$ cat config.mk
export PLATFORM = sky130hd
export DESIGN_NAME = bin2bcd_seq
export DESIGN_NICKNAME = d
export VERILOG_FILES = /design/src/rtl/bcd_pkg.sv /design/src/rtl/bcd_digit_adj.sv /design/src/rtl/bin2bcd_seq.sv
export SDC_FILE = /design/constraint.sdc
export NUM_CORES = 1
export LEC_CHECK = 0
export ABC_CLOCK_PERIOD_IN_PS = 2750
export CORE_MARGIN = 2
export CORE_UTILIZATION = 40
export CTS_CLUSTER_DIAMETER = 80
export DETAILED_ROUTE_END_ITERATION = 10
export MAX_ROUTING_LAYER = met4
export PLACE_DENSITY = 0.57
export REMOVE_ABC_BUFFERS = 1
export SLEW_MARGIN = 25
export SYNTH_ARGS = -nofsm -noshare
export SYNTH_HDL_FRONTEND = slang
export SYNTH_HIERARCHICAL = 1
export SYNTH_SLANG_ARGS = --single-unit
$ cat constraint.sdc
create_clock -name clk -period 2.75 [get_ports clk]
set_input_delay 0.825 -clock clk [delete_from_list [all_inputs] [get_ports clk]]
set_output_delay 0.825 -clock clk [all_outputs]
set_load 0.02 [all_outputs]
$ cat src/rtl/bcd_pkg.sv
// Shared types and constants for the sequential binary-to-BCD converter.
package bcd_pkg;

  typedef enum logic [1:0] {
    IDLE  = 2'd0,
    SHIFT = 2'd1,
    DONE  = 2'd2
  } bcd_state_t;

  localparam logic [3:0] BCD_ADJ_THRESH = 4'd5;
  localparam logic [3:0] BCD_ADJ_ADD    = 4'd3;

  // Decimal digits needed to represent the largest n-bit unsigned value.
  function automatic int max_digits(input int n);
    longint unsigned v;
    int              d;
    v = (64'd1 << n) - 64'd1;
    d = 1;
    for (int i = 0; i < 20; i++) begin
      if (v >= 64'd10) begin
        v = v / 64'd10;
        d = d + 1;
      end
    end
    return d;
  endfunction

endpackage

$ cat src/rtl/bcd_digit_adj.sv
// Add-3 correction for one BCD digit, applied before each left shift.
module bcd_digit_adj
  import bcd_pkg::*;
(
  input  logic [3:0] digit_i,
  output logic [3:0] digit_o
);

  assign digit_o = (digit_i >= BCD_ADJ_THRESH) ? (digit_i + BCD_ADJ_ADD) : digit_i;

endmodule

$ cat src/rtl/bin2bcd_seq.sv
// Shift-and-add-3 binary-to-BCD converter, one input bit per clock.
// Handshake: start is accepted only in IDLE or DONE (bin sampled on that edge);
// busy is high for the N shift cycles; done pulses for one cycle as bcd updates.
module bin2bcd_seq
  import bcd_pkg::*;
#(
  parameter int N = 8,
  parameter int D = 3
) (
  input  logic           clk,
  input  logic           rst,
  input  logic           start,
  input  logic [N-1:0]   bin,
  output logic [4*D-1:0] bcd,
  output logic           busy,
  output logic           done,
  output logic [1:0]     dbg_state
);

  localparam int CW = $clog2(N + 1);
  localparam int SW = 4 * D;

  if (N < 2 || N > 16) begin : g_bad_n
    $error("bin2bcd_seq: N=%0d outside 2..16", N);
  end
  if (D < max_digits(N)) begin : g_bad_d
    $error("bin2bcd_seq: D=%0d too small for N=%0d", D, N);
  end

  bcd_state_t    state_q, state_d;
  logic [N-1:0]  sh_q, sh_d;
  logic [SW-1:0] scr_q, scr_d;
  logic [CW-1:0] cnt_q, cnt_d;
  logic [SW-1:0] bcd_q, bcd_d;
  logic          busy_q, busy_d;
  logic          done_q, done_d;

  logic [SW-1:0] scr_adj;
  logic [SW-1:0] scr_shl;

  for (genvar g = 0; g < D; g++) begin : g_adj
    bcd_digit_adj u_adj (
      .digit_i (scr_q[4*g +: 4]),
      .digit_o (scr_adj[4*g +: 4])
    );
  end

  // Scratch takes the next binary bit (MSB first) as the shift register empties.
  assign scr_shl = {scr_adj[SW-2:0], sh_q[N-1]};

  always_comb begin
    state_d = state_q;
    sh_d    = sh_q;
    scr_d   = scr_q;
    cnt_d   = cnt_q;
    bcd_d   = bcd_q;
    busy_d  = busy_q;
    done_d  = 1'b0;
    case (state_q)
      IDLE, DONE: begin
        busy_d  = 1'b0;
        state_d = IDLE;
        if (start) begin
          sh_d    = bin;
          scr_d   = '0;
          cnt_d   = CW'(N);
          busy_d  = 1'b1;
          state_d = SHIFT;
        end
      end
      SHIFT: begin
        sh_d  = {sh_q[N-2:0], 1'b0};
        scr_d = scr_shl;
        cnt_d = cnt_q - CW'(1);
        if (cnt_q == CW'(1)) begin
          bcd_d   = scr_shl;
          done_d  = 1'b1;
          busy_d  = 1'b0;
          state_d = DONE;
        end
      end
      default: begin
        busy_d  = 1'b0;
        state_d = IDLE;
      end
    endcase
  end

  always_ff @(posedge clk or posedge rst) begin
    if (rst) begin
      state_q <= IDLE;
      sh_q    <= '0;
      scr_q   <= '0;
      cnt_q   <= '0;
      bcd_q   <= '0;
      busy_q  <= 1'b0;
      done_q  <= 1'b0;
    end else begin
      state_q <= state_d;
      sh_q    <= sh_d;
      scr_q   <= scr_d;
      cnt_q   <= cnt_d;
      bcd_q   <= bcd_d;
      busy_q  <= busy_d;
      done_q  <= done_d;
    end
  end

  assign bcd       = bcd_q;
  assign busy      = busy_q;
  assign done      = done_q;
  assign dbg_state = state_q;

endmodule

### After elaboration in Yosys (flattened, before gate mapping)

Index checks and enable logic that the tools add are counted.

* register bits after elaboration: 40
* input port bits: 11
* output and inout port bits: 16

* reductions and logical operators: 5
* equal/unequal tests: 5
* muxes and demuxes: 17
* order comparisons: 3
* add/sub/neg operators: 4

Operators with widths (count)
* 12-bit one-hot mux with 2 select lines: 1
* 8-bit one-hot mux with 2 select lines: 1
* 4-bit by 3-bit >= comparator with 1-bit output (second input constant): 3
* 12-bit two-way mux: 1
* 4-bit two-way mux: 3
* 4-bit by 2-bit adder with 4-bit output (second input constant): 2
* 8-bit two-way mux: 1
* 4-bit one-hot mux with 2 select lines: 1
* 1-bit two-way mux: 5
* 4-bit by 1-bit equality test with 1-bit output (second input constant): 1
* 2-bit != test (second input constant): 2
* 2-bit one-hot mux with 2 select lines: 1
* 2-bit AND reduction: 2
* 4-bit by 1-bit subtractor with 4-bit output (second input constant): 1
* 3-bit by 2-bit adder with 3-bit output (second input constant): 1
* 3-bit two-way mux: 1
* 2-bit by 1-bit equality test with 1-bit output (second input constant): 1
* 2-bit equality test (second input constant): 1
* 2-bit zero test: 1
* 2-bit two-way mux: 1
* 1-bit one-hot mux with 2 select lines: 1
* 2-bit nonzero test: 1
* 2-bit OR reduction: 1

### Longest topological paths before layout

Gate-level depths: netlist of run 1.

* depth after elaboration: 4
* depth in mapped cells: 6
* mapped depth without buffers: 6

### Modules after synthesis

Netlist of run 1, hierarchy kept.

Modules (own cells, without submodules)
* bin2bcd_seq: times used 1, sequential area each 1001.0 µm², area each 1629.1 µm², cells an instance 119
* bcd_digit_adj: times used 3, sequential area each 0.0 µm², area each 101.3 µm², cells an instance 16

### Worst setup path after synthesis of run 1

Ideal clock, no wire load.

* path type: in2reg
* start point: input start
* end point: register scr_q[4]
* setup slack: 1.136 ns
* path buffers: 2
* setup time: 0.121 ns
* stages: 5
* data arrival time: 1.493 ns
* cell sequence: nor2b_1 buf_2 nor2_4 buf_4 a22o_1

* longest elaborated chain between the ends: 2

Ends and longest elaborated chain
* start, declared: RTL line bin2bcd_seq.sv:12 `input logic start,`
* 2-bit != test (no source line)
* 2-bit AND reduction (no source line)
* end signal, assigned: RTL line bin2bcd_seq.sv:101 `scr_q <= scr_d;`
* end, declared: RTL line bin2bcd_seq.sv:32 `logic [SW-1:0] scr_q, scr_d;`

Every way passes these cells.
A chain may end at the register's enable or synchronous reset.

### Worst setup path after layout of run 1

* start point: register state_q[0] (netlist: dbg_state[0])
* end point: output dbg_state[0]

RTL lines
* start, declared: RTL line bin2bcd_seq.sv:30 `bcd_state_t state_q, state_d;`
* start signal, assigned: RTL line bin2bcd_seq.sv:99 `state_q <= state_d;`
* end, declared: RTL line bin2bcd_seq.sv:17 `output logic [1:0] dbg_state`

No word-level cell between the ends.

==> qor.yml, run 1 <==
run_status:
  status: "finished clean"
route:
  vias: 1288
  antenna_left: 0
  vias_per_cell: 5.28
  drt_iter0_drc: 53
  routed_wl_um: 3480
  post_drt_wl_per_cell_um: 14.3
  first_pass_iters: 4
  drcViolationCount: 0
timing:
  setup_viol: 0
  slew_viol_final: 0
  fin_setup_tns_ns: 0
  max_slew.worst_pin.slew_ns: 0.684
  skew_ns: 0.00529
  finalCriticalPeriod_ns: 2.16
  rsz0062_at_grt: "false"
  max_slew_margin_pct: 54.2
  hold_viol_final: 0
  fmax_mhz: 463
  min_period_over_period_pct: 78.6
setup_path:
  cp.buffers_inverters: 1
  path_cells: "clkdlybuf4s50_1"
  startpoint_type: "register"
  cp.arrival_ns: 1.34
  critPathRequiredTime_ns: 1.93
  cp-end-kind: "output pin"
  rr_endpoint: "bcd[2]"
  reg2reg_depth: 4
  crit_type: "reg -> out"
  crit_fanout: 6
  cp_top_family: "buffers and inverters"
  r2r-start: "dbg_state[0]"
  cp.depth: 1
  r2r_slack_ns: 0.92
  cpMaxStageDelayCell: "clkdlybuf4s50_1"
  cp_slowest_stage_delay_ns: 0.63
floorplan:
  ios: 27
  start_util_pct: 41.0
  die_area_sq_um: 5350
  fp.dieW_um: 73.2
  die_h_um: 73.2
  rows: 25
  core_area_sq_um: 4660
synthesis:
  ys_warn_count: 6
  synth_cells: 163
  avgSynthCellArea_sq_um: 11.7
  synth.cell_area_sq_um: 1910
clocking:
  cts_hold_buf: 0
  cts_buffers: 5
  h-tree-depth: 2
  ctsLongestPathBuffers: 2
  cts_resized: 0
  cts_sinks: 40
  clk_pin_slew_ns: 0.07
  insertion_delay_ns: 0.29
  post_cts_buffers: 0
  root_buffer: "clkbuf_8"
  cts_tree: "yes"
finish:
  num_antenna_cells: 0
  final_common_cell: "dfrtp_1"
  final_cell_mix: "40 x dfrtp_1, 26 x clkdlybuf4s50_1, 19 x nand2_1, 13 x a22o_1, 10 x inv_1"
  instances_no_fill: 244
  nets: 211
  drive_above_1_share_pct: 14.7
  synthToLayoutAreaGrowth_pct: 19.8
  fin_util_pct: 49.2
global_route:
  grt-ovfl-total: 0
  grt_pass1_vias: 1250
  antenna_found_initial: 0
  grt_max_degree: 41
  grt_usage_pct: 14.8
  grt_pass1_wl_um: 5800
place:
  port_buffers: 26
  dpl.hpwl_um: 2360
  place.gp.congestion: 0.802
  dp_cells: 239
run:
  maxCapViolCount: 0
pwr:
  power.density_nw_per_um2: 1210
  ir_drop_mv: 0.519
  leakage_nw: 1.08
worst_hold_path:
  min_from: "bcd[4]"
  worstHoldPathType: "reg -> reg"
  holdPathStages: 1
  whs_endpoint: "bcd[4]"
==> stage by stage <==
stage	cell area (sq um)	hold slack [ns]	total power, mW	worst slack, ns
floorplan	1870	0.466	2.00	0.313
global placement	2220	0.483	2.40	0.666
detailed placement	2220	0.486	2.44	0.652
CTS	2290	0.509	2.80	0.579
global route	2290	0.517	2.98	0.532
finish	2290	0.506	2.76	0.588
==> per-layer routing <==
layer,wire length (um),GRT usage (%),vias up
met3,124,4.56,2
li1,-,-,624
met5,0,-,-
met1,1630,18.0,635
met4,20,4.94,0
met2,1710,23.3,27
==> flip-flops by register name, summed over array words and instances (netlist names) <==
signal     cells
dbg_state      2
busy           1
scr_q         12
done           1
cnt_q          4
bcd           12
sh_q           8
==> power breakdown <==
group          leakage, nW  switching, mW  total, mW  internal [mW]
combinational        0.542          0.688       1.36          0.672
sequential           0.506          0.203       1.05          0.851
clock               0.0359          0.184      0.348          0.164
==> area by class of cell <==
type                    count  area, sq um
well taps                  54         67.6
repair buffers             29          283
multi-input cells         105          822
flip-flops and latches     40         1000
inverters                  11         48.8
clock buffers               5         68.8
fillers                   429         2370
==> worst max-delay path by stage <==
stage / start / end
floorplan: dbg_state[0] / bcd[0]
detailed placement: start / cnt_q[3]
global route: dbg_state[0] / dbg_state[0]
finish: dbg_state[0] / dbg_state[0]
global placement: start / cnt_q[3]
CTS: dbg_state[0] / dbg_state[0]
Note: power is estimated with default switching activity, not from simulation.
==> run 2, diff against run 1 <==
--- a/config.mk
+++ b/config.mk
@@ -5,13 +5,13 @@
 export SDC_FILE = /design/constraint.sdc
 export NUM_CORES = 1
 export LEC_CHECK = 0
-export ABC_CLOCK_PERIOD_IN_PS = 2750
+export ABC_CLOCK_PERIOD_IN_PS = 1850
 export CORE_MARGIN = 2
 export CORE_UTILIZATION = 40
 export CTS_CLUSTER_DIAMETER = 80
 export DETAILED_ROUTE_END_ITERATION = 10
 export MAX_ROUTING_LAYER = met4
-export PLACE_DENSITY = 0.57
+export PLACE_DENSITY = 0.6
 export REMOVE_ABC_BUFFERS = 1
 export SLEW_MARGIN = 25
 export SYNTH_ARGS = -nofsm -noshare
==> constraint.sdc (replaced) <==
create_clock -name clk -period 1.85 [get_ports clk]
set_input_delay 0.555 -clock clk [delete_from_list [all_inputs] [get_ports clk]]
set_output_delay 0.555 -clock clk [all_outputs]
set_load 0.02 [all_outputs]
==> qor.yml, run 2 (synthesis results as in run 1) <==
finish:
  synthToLayoutAreaGrowth_pct: 23.3  # was 19.8%
  instances_no_fill: 250  # was 244
  stdcell_area_sq_um: 2360  # was 2290 sq um
  nFillCells: 414  # was 429
  seqCellArea_sq_um: 1000  # unchanged
  nets: 214  # was 211
  num_antenna_cells: 0  # unchanged
  final_cell_mix: "40 x dfrtp_1, 19 x nand2_1, 19 x clkdlybuf4s50_1, 13 x a22o_1, 10 x inv_1"  # was 40 x dfrtp_1, 26 x clkdlybuf4s50_1, 19 x nand2_1, 13 x a22o_1, 10 x inv_1
  multiInputGateArea_sq_um: 822  # unchanged
  final_common_cell: "dfrtp_1"  # unchanged
  drive_above_1_share_pct: 17.3  # was 14.7%
floorplan:
  die_h_um: 73.2  # unchanged
  fp.dieW_um: 73.2  # unchanged
  rows: 25  # unchanged
  start_util_pct: 41.0  # unchanged
  core_area_sq_um: 4660  # unchanged
  ios: 27  # unchanged
  die_area_sq_um: 5350  # unchanged
global_route:
  grt-ovfl-total: 0  # unchanged
  grt_pass1_wl_um: 6130  # was 5800 um
  grt_max_degree: 41  # unchanged
  grt_pass1_vias: 1280  # was 1250
  grt_usage_pct: 15.5  # was 14.8%
  antenna_found_initial: 0  # unchanged
setup_path:
  rr_endpoint: "bcd[2]"  # unchanged
  cp_slowest_stage_delay_ns: 0.61  # was 0.63 ns
  cp.depth: 1  # unchanged
  r2r-start: "cnt_q[1]"  # was dbg_state[0]
  crit_type: "reg -> out"  # unchanged
  crit_fanout: 2  # was 6
  cpMaxStageDelayCell: "clkdlybuf4s50_1"  # unchanged
  crit_path_end: "bcd[11]"  # was dbg_state[0]
  cp.buffers_inverters: 1  # unchanged
  r2r_slack_ns: 0.20  # was 0.92 ns
  cp.arrival_ns: 1.27  # was 1.34 ns
  reg2reg_depth: 6  # was 4
  cp-end-kind: "output pin"  # unchanged
  path_cells: "clkdlybuf4s50_1"  # unchanged
  critPathRequiredTime_ns: 1.29  # was 1.93 ns
  startpoint_type: "register"  # unchanged
  crit_start: "bcd[11]"  # was dbg_state[0]
  cp_top_family: "buffers and inverters"  # unchanged
clocking:
  cts_tree: "yes"  # unchanged
  clk_pin_slew_ns: 0.08  # was 0.07 ns
  h-tree-depth: 2  # unchanged
  cts_hold_buf: 0  # unchanged
  root_buffer: "clkbuf_8"  # unchanged
  post_cts_buffers: 0  # unchanged
  cts_resized: 2  # was 0
  cts_buffers: 5  # unchanged
  ctsLongestPathBuffers: 2  # unchanged
  cts_sinks: 40  # unchanged
  insertion_delay_ns: 0.29  # about the same
pwr:
  power.density_nw_per_um2: 1800  # was 1210 nW/um^2
  p_sw_mw: 1.66  # was 1.08 mW
  power_mw: 4.25  # was 2.76 mW
  clkPwrFrac_pct: 14.0  # was 12.6%
  intPower_mw: 2.59  # was 1.69 mW
  leakage_nw: 1.19  # was 1.08 nW
  ir_drop_mv: 0.613  # was 0.519 mV
  p_sw_share_pct: 39.0  # was 38.9%
  p_comb_share_pct: 49.0  # was 49.2%
  power_frac_seq_pct: 37.0  # was 38.2%
timing:
  setup_viol: 0  # unchanged
  slew_viol_final: 0  # unchanged
  rsz0062_at_grt: "false"  # unchanged
  max_slew_margin_pct: 72.9  # was 54.2%
  fmax_mhz: 549
  min_period_over_period_pct: 98.4
  hold_ws_ns: 0.508  # was 0.506 ns
  skew_ns: 0.00608  # was 0.00529 ns
  max_slew.worst_pin.slew_ns: 0.407  # was 0.684 ns
  hold_viol_final: 0  # unchanged
  fin_setup_tns_ns: 0  # unchanged
  finalCriticalPeriod_ns: 1.82
route:
  vias_per_cell: 5.19  # was 5.28
  drcViolationCount: 0  # unchanged
  routed_wl_um: 3610  # was 3480 um
  first_pass_iters: 4  # unchanged
  antenna_left: 0  # unchanged
  drt_iter0_drc: 52  # was 53
  vias: 1298  # was 1288
  post_drt_wl_per_cell_um: 14.4  # was 14.3 um
place:
  place.gp.congestion: 0.784  # was 0.802
  place_area_sq_um: 2260  # was 2220 sq um
  dp_cells: 242  # was 239
  dpl.hpwl_um: 2620  # was 2360 um
  port_buffers: 26  # unchanged
run_status:
  status: "finished clean"  # unchanged
worst_hold_path:
  min_from: "bcd[10]"  # was bcd[4]
  worstHoldPathType: "reg -> reg"  # unchanged
run:
  maxCapViolCount: 0  # unchanged
-- run 2: cell types whose count changed in the layout (fill, tap and decap cells not counted) --
cell	previous run	this run
buf_12	0	1
buf_4	3	5
clkbuf_8	5	6
clkdlybuf4s50_1	26	19
clkinv_2	0	2
dlygate4sd2_1	0	2
dlymetal6s2s_1	0	5
-- run 2: power groups by stage --
stage	clock [mW]	combinational [mW]	sequential, mW
finish	0.596	2.08	1.57
floorplan	0	1.27	1.70
CTS	0.623	2.12	1.58
global placement	0	2.05	1.57
global route	0.663	2.29	1.64
detailed placement	0	2.12	1.59
-- run 2: metal layers --
layer / share of wire (%) / vias up / wire length, um / track usage (%)
met5: 0 / - / 0 / -
met4: 1.6 / 0 / 57 / 5.56
met3: 4.3 / 7 / 156 / 3.73
met2: 51 / 28 / 1830 / 25.3
met1: 43 / 632 / 1560 / 18.6
li1: - / 631 / - / -
-- run 2: worst min-delay path by stage --
stage,to,slack [ns],cells after the start
finish,bcd[10],0.51,1
global route,scr_q[9],0.53,1
CTS,scr_q[9],0.51,1
detailed placement,scr_q[9],0.49,1
global placement,sh_q[2],0.48,2
floorplan,scr_q[9],0.47,1
-- run 2: stage by stage --
stage | setup slack (ns) | utilization (%)
5_1_grt | 0.00166 | 50.6
4_1_cts | 0.0107 | 50.4
3_5_place_dp | 0.0211 | 48.4
2_1_floorplan | -0.587 | -
6_report | 0.0297 | 50.6
3_3_place_gp | 0.0303 | 48.4
-- run 2: final cells by class --
type                            instances  share of cell area (%)
Clock inverter                          2                   0.424
Tap cell                               54                    2.86
Clock buffer                            6                    3.50
Sequential cell                        40                    42.4
Multi-Input combinational cell        105                    34.8
Timing Repair Buffer                   32                    13.9
Inverter                               11                    2.07
==> run 3, diff against run 2 <==
--- a/config.mk
+++ b/config.mk
@@ -7,11 +7,11 @@
 export LEC_CHECK = 0
 export ABC_CLOCK_PERIOD_IN_PS = 1850
 export CORE_MARGIN = 2
-export CORE_UTILIZATION = 40
+export CORE_UTILIZATION = 45
 export CTS_CLUSTER_DIAMETER = 80
 export DETAILED_ROUTE_END_ITERATION = 10
 export MAX_ROUTING_LAYER = met4
-export PLACE_DENSITY = 0.6
+export PLACE_DENSITY = 0.66
 export REMOVE_ABC_BUFFERS = 1
 export SLEW_MARGIN = 25
 export SYNTH_ARGS = -nofsm -noshare
==> qor.yml, run 3 (synthesis results as in run 1) <==
clocking:
  cts_hold_buf: 0  # unchanged
  h-tree-depth: 2  # unchanged
  cts_tree: "yes"  # unchanged
  cts_sinks: 40  # unchanged
  cts_buffers: 5  # unchanged
  ctsLongestPathBuffers: 2  # unchanged
  insertion_delay_ns: 0.29  # about the same
  root_buffer: "clkbuf_8"  # unchanged
  clk_pin_slew_ns: 0.08  # about the same
setup_path:
  cp-end-kind: "output pin"  # unchanged
  cpMaxStageDelayCell: "clkdlybuf4s50_1"  # unchanged
  r2r-start: "cnt_q[1]"  # unchanged
  rr_endpoint: "bcd[2]"  # unchanged
  cp.buffers_inverters: 1  # unchanged
  path_cells: "clkdlybuf4s50_1"  # unchanged
  critPathRequiredTime_ns: 1.29  # about the same
  startpoint_type: "register"  # unchanged
  cp_top_family: "buffers and inverters"  # unchanged
  cp.arrival_ns: 1.25  # was 1.27 ns
  crit_type: "reg -> out"  # unchanged
  reg2reg_depth: 6  # unchanged
  cp_slowest_stage_delay_ns: 0.60  # was 0.61 ns
  crit_fanout: 2  # unchanged
  r2r_slack_ns: 0.17  # was 0.20 ns
global_route:
  grt_max_degree: 41  # unchanged
  grt_pass1_vias: 1306  # was 1280
  grt_usage_pct: 17.3  # was 15.5%
  antenna_found_initial: 0  # unchanged
  grt_pass1_wl_um: 6350  # was 6130 um
  grt-ovfl-total: 0  # unchanged
floorplan:
  ios: 27  # unchanged
  start_util_pct: 47.1  # was 41.0%
  fp.dieW_um: 69.2  # was 73.2 um
  die_h_um: 69.2  # was 73.2 um
  rows: 23  # was 25
  die_area_sq_um: 4790  # was 5350 sq um
  core_area_sq_um: 4060  # was 4660 sq um
timing:
  max_slew_margin_pct: 73.0  # was 72.9%
  finalCriticalPeriod_ns: 1.81  # was 1.82 ns
  min_period_over_period_pct: 97.6  # was 98.4%
  hold_viol_final: 0  # unchanged
  max_slew.worst_pin.slew_ns: 0.404  # was 0.407 ns
  fin_setup_tns_ns: 0  # unchanged
  slew_viol_final: 0  # unchanged
  skew_ns: 0.00593  # was 0.00608 ns
  setup_viol: 0  # unchanged
  rsz0062_at_grt: "false"  # unchanged
  fmax_mhz: 554  # was 549 MHz
route:
  antenna_left: 0  # unchanged
  post_drt_wl_per_cell_um: 14.6  # was 14.4 um
  routed_wl_um: 3600  # was 3610 um
  vias_per_cell: 5.35  # was 5.19
  drcViolationCount: 0  # unchanged
  vias: 1317  # was 1298
  first_pass_iters: 4  # unchanged
  drt_iter0_drc: 63  # was 52
place:
  place.gp.congestion: 0.812  # was 0.784
  dpl.hpwl_um: 2600  # was 2620 um
  dp_cells: 238  # was 242
  place_area_sq_um: 2250  # was 2260 sq um
  port_buffers: 26  # unchanged
finish:
  drive_above_1_share_pct: 17.3  # unchanged
  multiInputGateArea_sq_um: 822  # unchanged
  synthToLayoutAreaGrowth_pct: 22.8  # was 23.3%
  stdcell_area_sq_um: 2350  # was 2360 sq um
  nFillCells: 328  # was 414
  instances_no_fill: 246  # was 250
  final_cell_mix: "40 x dfrtp_1, 21 x clkdlybuf4s50_1, 19 x nand2_1, 13 x a22o_1, 10 x inv_1"  # was 40 x dfrtp_1, 19 x nand2_1, 19 x clkdlybuf4s50_1, 13 x a22o_1, 10 x inv_1
  fin_util_pct: 57.9  # was 50.6%
  num_antenna_cells: 0  # unchanged
  seqCellArea_sq_um: 1000  # unchanged
  nets: 214  # unchanged
  final_common_cell: "dfrtp_1"  # unchanged
worst_hold_path:
  holdPathStages: 2  # was 1
  worstHoldPathType: "reg -> reg"  # unchanged
  min_from: "sh_q[3]"  # was bcd[10]
  whs_endpoint: "sh_q[3]"  # was bcd[10]
pwr:
  power_mw: 4.25  # about the same
  ir_drop_mv: 0.780  # was 0.613 mV
  leakage_nw: 1.16  # was 1.19 nW
  power.density_nw_per_um2: 1810  # was 1800 nW/um^2
run:
  maxCapViolCount: 0  # unchanged
run_status:
  status: "finished clean"  # unchanged
-- run 3: changes by cell type in the layout (fill, tap and decap cells not counted), sizes merged --
cell / previous run / this run
dlymetal6s2s: 5 / 3
clkdlybuf4s50: 19 / 21
-- run 3: tightest hold or removal path, stage by stage (launching register included) --
cell and delay [ns]:
dfrtp_1 0.35, nand3_1 0.07, nand2_1 0.07
-- run 3: metrics by stage --
stage	hold slack [ns]	worst slack [ns]
final	0.508	0.0446
after CTS	0.508	0.0177
after floorplan	0.466	-0.587
after global routing	0.524	0.000574
after detailed placement	0.486	-0.00578
after global placement	0.483	0.0359
-- run 3: timing repair --
action,in CTS,in global routing
pin swaps,0,0
gates resized for setup,2,3
setup endpoints to repair,2,3
buffers inserted,0,0
-- run 3: final cells by class --
class	instances	share of cell area (%)
flip-flops and latches	40	42.6
multi-input cells	105	35.0
repair buffers	32	13.7
clock buffers	6	3.51
well taps	50	2.66
inverters	11	2.08
clock inverters	2	0.426
-- run 3: worst max path at each step --
stage / slack (ns) / from / depth (start not counted) / to
floorplan: -0.59 / dbg_state[0] / 4 / bcd[0]
global placement: 0.04 / start / 5 / scr_q[11]
detailed placement: -0.006 / start / 5 / cnt_q[3]
CTS: 0.02 / bcd[9] / 1 / bcd[9]
global route: 0.0006 / busy / 1 / busy
finish: 0.04 / bcd[11] / 1 / bcd[11]
-- run 3: metal layers --
layer / global-route usage [%] / vias up / wire [um]
met5: - / - / 0
met4: 7.19 / 0 / 34
met3: 3.49 / 4 / 132
met2: 27.8 / 30 / 1840
met1: 21.3 / 652 / 1590
li1: - / 631 / -
-- run 3: where the power goes --
group	internal (mW)	switching (mW)	leakage, nW	total, mW
Clock	0.298	0.302	0.0510	0.599
Sequential	1.26	0.309	0.506	1.57
Combinational	1.04	1.05	0.607	2.08
